--- config.mk ---
export PLATFORM = sky130hd
export DESIGN_NAME = matrix_host_sequencer
export DESIGN_NICKNAME = d
export VERILOG_FILES = /design/src/rtl/matrix_host_sequencer.sv
export SDC_FILE = /design/constraint.sdc
export NUM_CORES = 1
export LEC_CHECK = 0
export ABC_CLOCK_PERIOD_IN_PS = 3100
export CORE_MARGIN = 5
export CORE_UTILIZATION = 27
export CTS_BUF_LIST = sky130_fd_sc_hd__clkbuf_8
export CTS_CLUSTER_SIZE = 20
export DETAILED_ROUTE_END_ITERATION = 6
export GPL_ROUTABILITY_DRIVEN = 0
export PLACE_DENSITY = 0.61
export SYNTH_ARGS = -nofsm -noshare
export SYNTH_HDL_FRONTEND = slang
export SYNTH_SLANG_ARGS = --single-unit
--- constraint.sdc ---
create_clock -name clk -period 3.1 [get_ports clk]
set_input_delay 0.465 -clock clk [delete_from_list [all_inputs] [get_ports clk]]
set_output_delay 0.465 -clock clk [all_outputs]
set_load 0.02 [all_outputs]
--- src/rtl/matrix_host_sequencer.sv ---
// matrix_host_sequencer
// Host-side initiator for the matrix accelerator. It streams A/B element pairs
// into the accelerator, pulses start and waits for done (with a timeout). It
// then reads C back row-major and presents it on a valid/ready output stream.
module matrix_host_sequencer #(
  parameter int N            = 4,
  parameter int DATA_WIDTH   = 16,
  parameter int ACCUM_WIDTH  = 40,
  parameter int ADDR_WIDTH   = 8,
  parameter int READ_LATENCY = 2,
  parameter int TIMEOUT      = 22
) (
  input  logic                   clk,
  input  logic                   reset,
  input  logic                   cmd_start,
  input  logic                   s_valid,
  output logic                   s_ready,
  input  logic [DATA_WIDTH-1:0]  s_data_a,
  input  logic [DATA_WIDTH-1:0]  s_data_b,
  output logic                   m_valid,
  input  logic                   m_ready,
  output logic [ACCUM_WIDTH-1:0] m_data,
  output logic                   m_last,
  output logic                   busy,
  output logic                   op_done,
  output logic                   error,
  output logic                   acc_load_a_b,
  output logic [ADDR_WIDTH-1:0]  acc_write_addr,
  output logic [DATA_WIDTH-1:0]  acc_write_data_a,
  output logic [DATA_WIDTH-1:0]  acc_write_data_b,
  output logic                   acc_start,
  input  logic                   acc_done,
  output logic [ADDR_WIDTH-1:0]  acc_read_addr,
  input  logic [ACCUM_WIDTH-1:0] acc_read_data_c
);

  localparam int NN    = N * N;
  localparam int IDX_W = $clog2(NN + 1);
  localparam int TMO_W = $clog2(TIMEOUT + 1);
  localparam int LAT_W = (READ_LATENCY < 2) ? 1 : $clog2(READ_LATENCY + 1);

  localparam logic [IDX_W-1:0] LAST_IDX = IDX_W'(NN - 1);
  localparam logic [TMO_W-1:0] TMO_LAST = TMO_W'(TIMEOUT - 1);
  localparam logic [LAT_W-1:0] LAT_LAST = LAT_W'(READ_LATENCY);

  typedef enum logic [2:0] {
    S_IDLE     = 3'd0,
    S_LOAD     = 3'd1,
    S_START    = 3'd2,
    S_WAIT     = 3'd3,
    S_RD_ISSUE = 3'd4,
    S_RD_WAIT  = 3'd5,
    S_SEND     = 3'd6
  } state_e;

  state_e                 state_q;
  logic [IDX_W-1:0]       idx_q;
  logic [TMO_W-1:0]       tmo_q;
  logic [LAT_W-1:0]       lat_q;

  logic                   s_ready_q;
  logic                   m_valid_q;
  logic [ACCUM_WIDTH-1:0] m_data_q;
  logic                   m_last_q;
  logic                   busy_q;
  logic                   op_done_q;
  logic                   error_q;
  logic                   load_q;
  logic [ADDR_WIDTH-1:0]  waddr_q;
  logic [DATA_WIDTH-1:0]  wdata_a_q;
  logic [DATA_WIDTH-1:0]  wdata_b_q;
  logic                   start_q;
  logic [ADDR_WIDTH-1:0]  raddr_q;

  assign s_ready          = s_ready_q;
  assign m_valid          = m_valid_q;
  assign m_data           = m_data_q;
  assign m_last           = m_last_q;
  assign busy             = busy_q;
  assign op_done          = op_done_q;
  assign error            = error_q;
  assign acc_load_a_b     = load_q;
  assign acc_write_addr   = waddr_q;
  assign acc_write_data_a = wdata_a_q;
  assign acc_write_data_b = wdata_b_q;
  assign acc_start        = start_q;
  assign acc_read_addr    = raddr_q;

  // Sequencer FSM: load -> start -> wait -> read/send loop, all outputs registered
  always_ff @(posedge clk or posedge reset) begin
    if (reset) begin
      state_q   <= S_IDLE;
      idx_q     <= '0;
      tmo_q     <= '0;
      lat_q     <= '0;
      s_ready_q <= 1'b0;
      m_valid_q <= 1'b0;
      m_data_q  <= '0;
      m_last_q  <= 1'b0;
      busy_q    <= 1'b0;
      op_done_q <= 1'b0;
      error_q   <= 1'b0;
      load_q    <= 1'b0;
      waddr_q   <= '0;
      wdata_a_q <= '0;
      wdata_b_q <= '0;
      start_q   <= 1'b0;
      raddr_q   <= '0;
    end else begin
      // single-cycle strobes fall back to zero unless re-asserted below
      op_done_q <= 1'b0;
      load_q    <= 1'b0;
      start_q   <= 1'b0;
      case (state_q)
        S_IDLE: begin
          if (cmd_start) begin
            state_q   <= S_LOAD;
            idx_q     <= '0;
            error_q   <= 1'b0;
            busy_q    <= 1'b1;
            s_ready_q <= 1'b1;
          end
        end
        S_LOAD: begin
          if (s_valid && s_ready_q) begin
            load_q    <= 1'b1;
            waddr_q   <= ADDR_WIDTH'(idx_q);
            wdata_a_q <= s_data_a;
            wdata_b_q <= s_data_b;
            if (idx_q == LAST_IDX) begin
              s_ready_q <= 1'b0;
              idx_q     <= '0;
              state_q   <= S_START;
            end else begin
              idx_q <= idx_q + IDX_W'(1);
            end
          end
        end
        S_START: begin
          // the final write strobe is visible here, so start follows one cycle later
          start_q <= 1'b1;
          tmo_q   <= '0;
          state_q <= S_WAIT;
        end
        S_WAIT: begin
          if (acc_done) begin
            idx_q   <= '0;
            state_q <= S_RD_ISSUE;
          end else if (tmo_q == TMO_LAST) begin
            error_q <= 1'b1;
            busy_q  <= 1'b0;
            state_q <= S_IDLE;
          end else begin
            tmo_q <= tmo_q + TMO_W'(1);
          end
        end
        S_RD_ISSUE: begin
          raddr_q <= ADDR_WIDTH'(idx_q);
          lat_q   <= LAT_W'(1);
          state_q <= S_RD_WAIT;
        end
        S_RD_WAIT: begin
          // lat_q counts edges since the address update; capture on the last one
          if (lat_q == LAT_LAST) begin
            m_data_q  <= acc_read_data_c;
            m_valid_q <= 1'b1;
            m_last_q  <= (idx_q == LAST_IDX);
            state_q   <= S_SEND;
          end else begin
            lat_q <= lat_q + LAT_W'(1);
          end
        end
        S_SEND: begin
          if (m_ready) begin
            m_valid_q <= 1'b0;
            m_last_q  <= 1'b0;
            if (m_last_q) begin
              busy_q    <= 1'b0;
              op_done_q <= 1'b1;
              state_q   <= S_IDLE;
            end else begin
              idx_q   <= idx_q + IDX_W'(1);
              state_q <= S_RD_ISSUE;
            end
          end
        end
        default: begin
          state_q   <= S_IDLE;
          busy_q    <= 1'b0;
          s_ready_q <= 1'b0;
          m_valid_q <= 1'b0;
          m_last_q  <= 1'b0;
        end
      endcase
    end
  end

endmodule

* Word-level counts from Yosys, hierarchy flattened *
Cells that the tools add are included.

storage, ports and cells
  bits of input ports = 78
  bits in registers = 105

cells by class
  bitwise operators = 3
  eq/ne operators = 22
  add/sub/neg operators = 3
  mux-type cells = 45
  reductions and logical operators = 19

operators by type and width
  operator               count
  $mux W5                8
  $mux W3                8
  $ne A2 B2 Y1 const B   12
  $pmux W3 S7            1
  $pmux W5 S4            1
  $mux W1                19
  $reduce_and A6 Y1      3
  $add A5 B1 Y5 const B  2
  $pmux W5 S2            1
  $reduce_or A5 Y1       2
  $eq A3 B3 Y1 const B   3
  $pmux W1 S3            3
  $reduce_and A4 Y1      2
  $eq A3 B2 Y1 const B   2
  $reduce_and A2 Y1      3
  $reduce_and A3 Y1      2
  $reduce_bool A2 Y1     3
  $eq A5 B4 Y1 const B   1
  $eq A5 B5 Y1 const B   1
  $pmux W1 S4            1
  $pmux W2 S2            1
  $reduce_bool A4 Y1     1
  $reduce_or A4 Y1       1
  $eq A3 B1 Y1 const B   1
  8 further kinds        10

* Logic depth before layout (Yosys ltp) *
  depth after elaboration = 4
  mapped depth = 7
  depth with buffers taken out = 7

* Worst setup path before layout *
Ideal clock, no wire load.

  kind = register to register
  start = register state_q[1]
  end = register wdata_b_q[10] (netlist: acc_write_data_b[10])
  cell stages (with the launch flop) = 7
  path buffers = 3
  clock period less this slack = 1.739 ns
  required time = 2.975 ns
  arrival = 1.613 ns
  slack = 1.361 ns
  path through = dfrtp_1 or3b_1 buf_6 nor2_8 buf_12 buf_12 mux2_4

on the way
  word-level cells in the longest chain between the ends = 2

RTL lines
  what                                line  text
  start, declared                     56    state_e state_q;
  start signal, assigned              92    state_q <= S_IDLE;
  start signal, assigned              117   state_q <= S_LOAD;
  start signal, assigned              133   state_q <= S_START;
  $eq A3 B1 Y1                        114   case (state_q)
  $reduce_and A2 Y1 (no source line)  n/a
  end signal, assigned                129   wdata_b_q <= s_data_b;
  end, declared                       71    logic [DATA_WIDTH-1:0] wdata_b_q;

No other way between the ends.
A chain may end at the register's enable or synchronous reset.

* Worst setup path in the final report *
  start = register state_q[1]
  end = register wdata_a_q[11] (netlist: acc_write_data_a[11])

on the way
  word-level cells in the longest chain between the ends = 2

RTL lines
  what                                line  text
  $eq A3 B1 Y1                        114
  $reduce_and A2 Y1 (no source line)  n/a
  end signal, assigned                128   wdata_a_q <= s_data_a;
  end, declared                       70    logic [DATA_WIDTH-1:0] wdata_a_q;

No other way between the ends.

==> run summary <==
Tot GR Track Use: 0.116
drt via density: 4.33
CTS tree: built
largest net degree at the start of global routing: 106
filler instances: 1528
RSZ-0062 raised after global routing: false
RR Endpoint: acc_write_data_a[11]
Hold Buf Count CTS: 0
clk slew on worst S/H paths: 0.10 ns
Arr. time, crit path: 2.64 ns
grt ovf: 0
First-pass DRT Iterations: 4
area of the multi-input gates: 0.00172 mm²
FMAX: 424 MHz
dpl ws: 0.736 ns
Hold Path End: m_valid
Cell variety after synth: 53
final worst setup slack: 0.740 ns
final wirelength: 11.2 mm
HP Start: m_valid
Die Y: 140 µm
P per Cell Area: 986 mW/mm²
Root Driver: clkbuf_8
vias in the first global route: 3288
Ports: 174
final setup fails: 0
antenna violations before repair: 0
WHS: 0.488 ns
setup_tns: 0 ns
final core occ: 0.401
period utilization: 0.761
vias post-DR: 3068
Post-synth ARST share: 1.00
IO buf count: 167
CORE AREA: 0.0165 mm²
WS Path Type: register to register
worst reg2reg setup slack: 0.74 ns
antenna viol nets, final: 0
crit end category: register
Hold Path Depth: 1
final net count: 568
die area: 0.0195 mm²
status: completed
startpoint type of the worst setup path: register
Die W: 140 µm
WP data required: 3.38 ns
post-DP HPWL: 8.12 mm
setup bufs post-CTS: 0
Starting Density: 0.274
initial DRC count: 90
H-tree depth: 3
Post-Synthesis Cells: 315
first-pass GRT wire length: 18.0 mm
Leakage: 2.90 nW
register area: 0.00263 mm²
post-route minimum period: 2.36 ns
Resized cells post-CTS: 0
CP Max Fanout: 18
Fin. Hold Viols: 0
warnings from Yosys: 0
final clock skew: 0.00543 ns
TritonCTS buffer count: 9
Reg2Reg Launch Point: state_q[1]
cell area after synthesis: 0.00453 mm²
Worst-Skew Late Latency: 0.38 ns
Worst VDD drop: 0.416 mV
Clock Tree Buf Depth: 2
Yosys reg bits: 105
sequential cell area fraction in the yosys report: 0.580
layout cells sized above 1: 0.230
max-cap violations: 0
DRC viols: 0
diode count: 0
Syn Area/Cell: 14.4 µm²
Top FF cell, synth: dfrtp_1
Site Rows: 47
number of synthesized flops with an enable pin: 0
wire length per cell: 15.8 µm
Hold/Removal Path Class: register to register
Max Slew Vio Count: 0
pin slew with the least headroom to its limit: 0.560 ns
clock sinks: 105
Register-to-Register Path Depth: 4
P&R area growth vs syn: 46.1%
normalized max-slew margin: 0.627
## per-layer routing
metal	part of all wire	routed length (µm)	GRT usage	up-vias
li1	-	-	-	1439
met1	0.43	4760	0.142	1512
met2	0.48	5390	0.188	103
met3	0.072	808	0.0480	14
met4	0.018	203	0.0388	0
met5	0	0	0	-
## cell usage after synthesis (2+ instances only)
cell type  instances  area (µm²)
dfrtp_1          105        2630
mux2_2            65         732
mux2_4            19         285
inv_1             12        45.0
nor2_1            12        45.0
nand2_1           11        41.3
buf_4              8        60.1
o21ai_0            8        40.0
ha_1               7        87.6
a21oi_1            6        30.0
buf_2              5        25.0
buf_12             3        60.1
clkbuf_1           3        11.3
mux2i_1            3        30.0
nand2b_1           3        18.8
a22o_1             2        17.5
and3_1             2        12.5
nand3_1            2        10.0
nand3b_1           2        15.0
nor3_1             2        10.0
o22ai_1            2        12.5
o31ai_1            2        15.0
## worst max path at each step
stage               startpoint              endpoint  slack, ns  cells past startpoint
detailed placement  state_q[1]  acc_write_data_b[15]       0.74                      4
global placement    state_q[1]  acc_write_data_a[11]       0.81                      4
floorplan           state_q[1]  acc_write_data_b[10]       1.36                      6
global route        state_q[1]  acc_write_data_a[13]       0.63                      4
CTS                 state_q[1]  acc_write_data_a[11]       0.72                      4
finish              state_q[1]  acc_write_data_a[11]       0.74                      4
## worst max-delay path, stage by stage (launching register included)
cell and delay, ns:
dfrtp_1 0.55, or3b_1 0.62, nor2_8 0.42, buf_4 0.30, mux2_2 0.35
## registers in the layout, summed over array words and instances, names as in the netlist, 2 cells and up
| register | count |
|---|---|
| m_data | 40 |
| acc_write_data_a | 16 |
| acc_write_data_b | 16 |
| acc_read_addr | 5 |
| acc_write_addr | 5 |
| idx_q | 5 |
| tmo_q | 5 |
| state_q | 3 |
| lat_q | 2 |
## power breakdown
part	leakage, nW	total, mW	switching [mW]	internal (mW)
combinational	1.43	3.21	1.49	1.72
clock	0.117	0.947	0.474	0.473
sequential	1.36	2.38	0.397	1.98
## placed cells by master, fill, tap and decap left out, drive strengths merged, types with 2 or more instances in the layout
master | netlist | routed
clkdlybuf4s50 | 0 | 167
clkinv | 0 | 3
clkbuf | 3 | 10
nor3 | 3 | 3
nand2b | 3 | 3
nand2 | 11 | 11
ha | 7 | 7
o22ai | 2 | 2
mux2 | 85 | 85
a21oi | 6 | 6
o32ai | 2 | 2
o31ai | 2 | 2
nand3b | 2 | 2
nor2 | 14 | 14
a22o | 2 | 2
bufinv | 0 | 2
buf | 17 | 5
o21ai | 8 | 8
nand3 | 2 | 2
inv | 12 | 12
mux2i | 3 | 3
and3 | 2 | 2
conb | 1 | 6
dfrtp | 105 | 105
## cell families after synthesis
logic type	synth area share
DFF	0.580
buffers and inverters	0.0469
muxes	0.234
xor gates and xnor gates	0.00387
and+or+nand+nor	0.0583
adders and majority gates	0.0193
other	0.000828
AOI/OAI and AO/OA	0.0572
## layout make-up
class	count	area share
flip-flops and latches	105	0.397
repair buffers	172	0.262
multi-input cells	183	0.259
well taps	220	0.0416
clock buffers	10	0.0208
clock inverters	6	0.0125
inverters	12	0.00737
## metrics by stage
step | cell area [µm²] | std cells | power (mW)
global placement | 6400 | 692 | 5.57
CTS | 6620 | 708 | 6.64
detailed placement | 6400 | 692 | 5.64
global route | 6620 | 708 | 6.92
finish | 6620 | 708 | 6.53
floorplan | 4550 | 320 | 4.18
(Power assumes the default switching activity.)
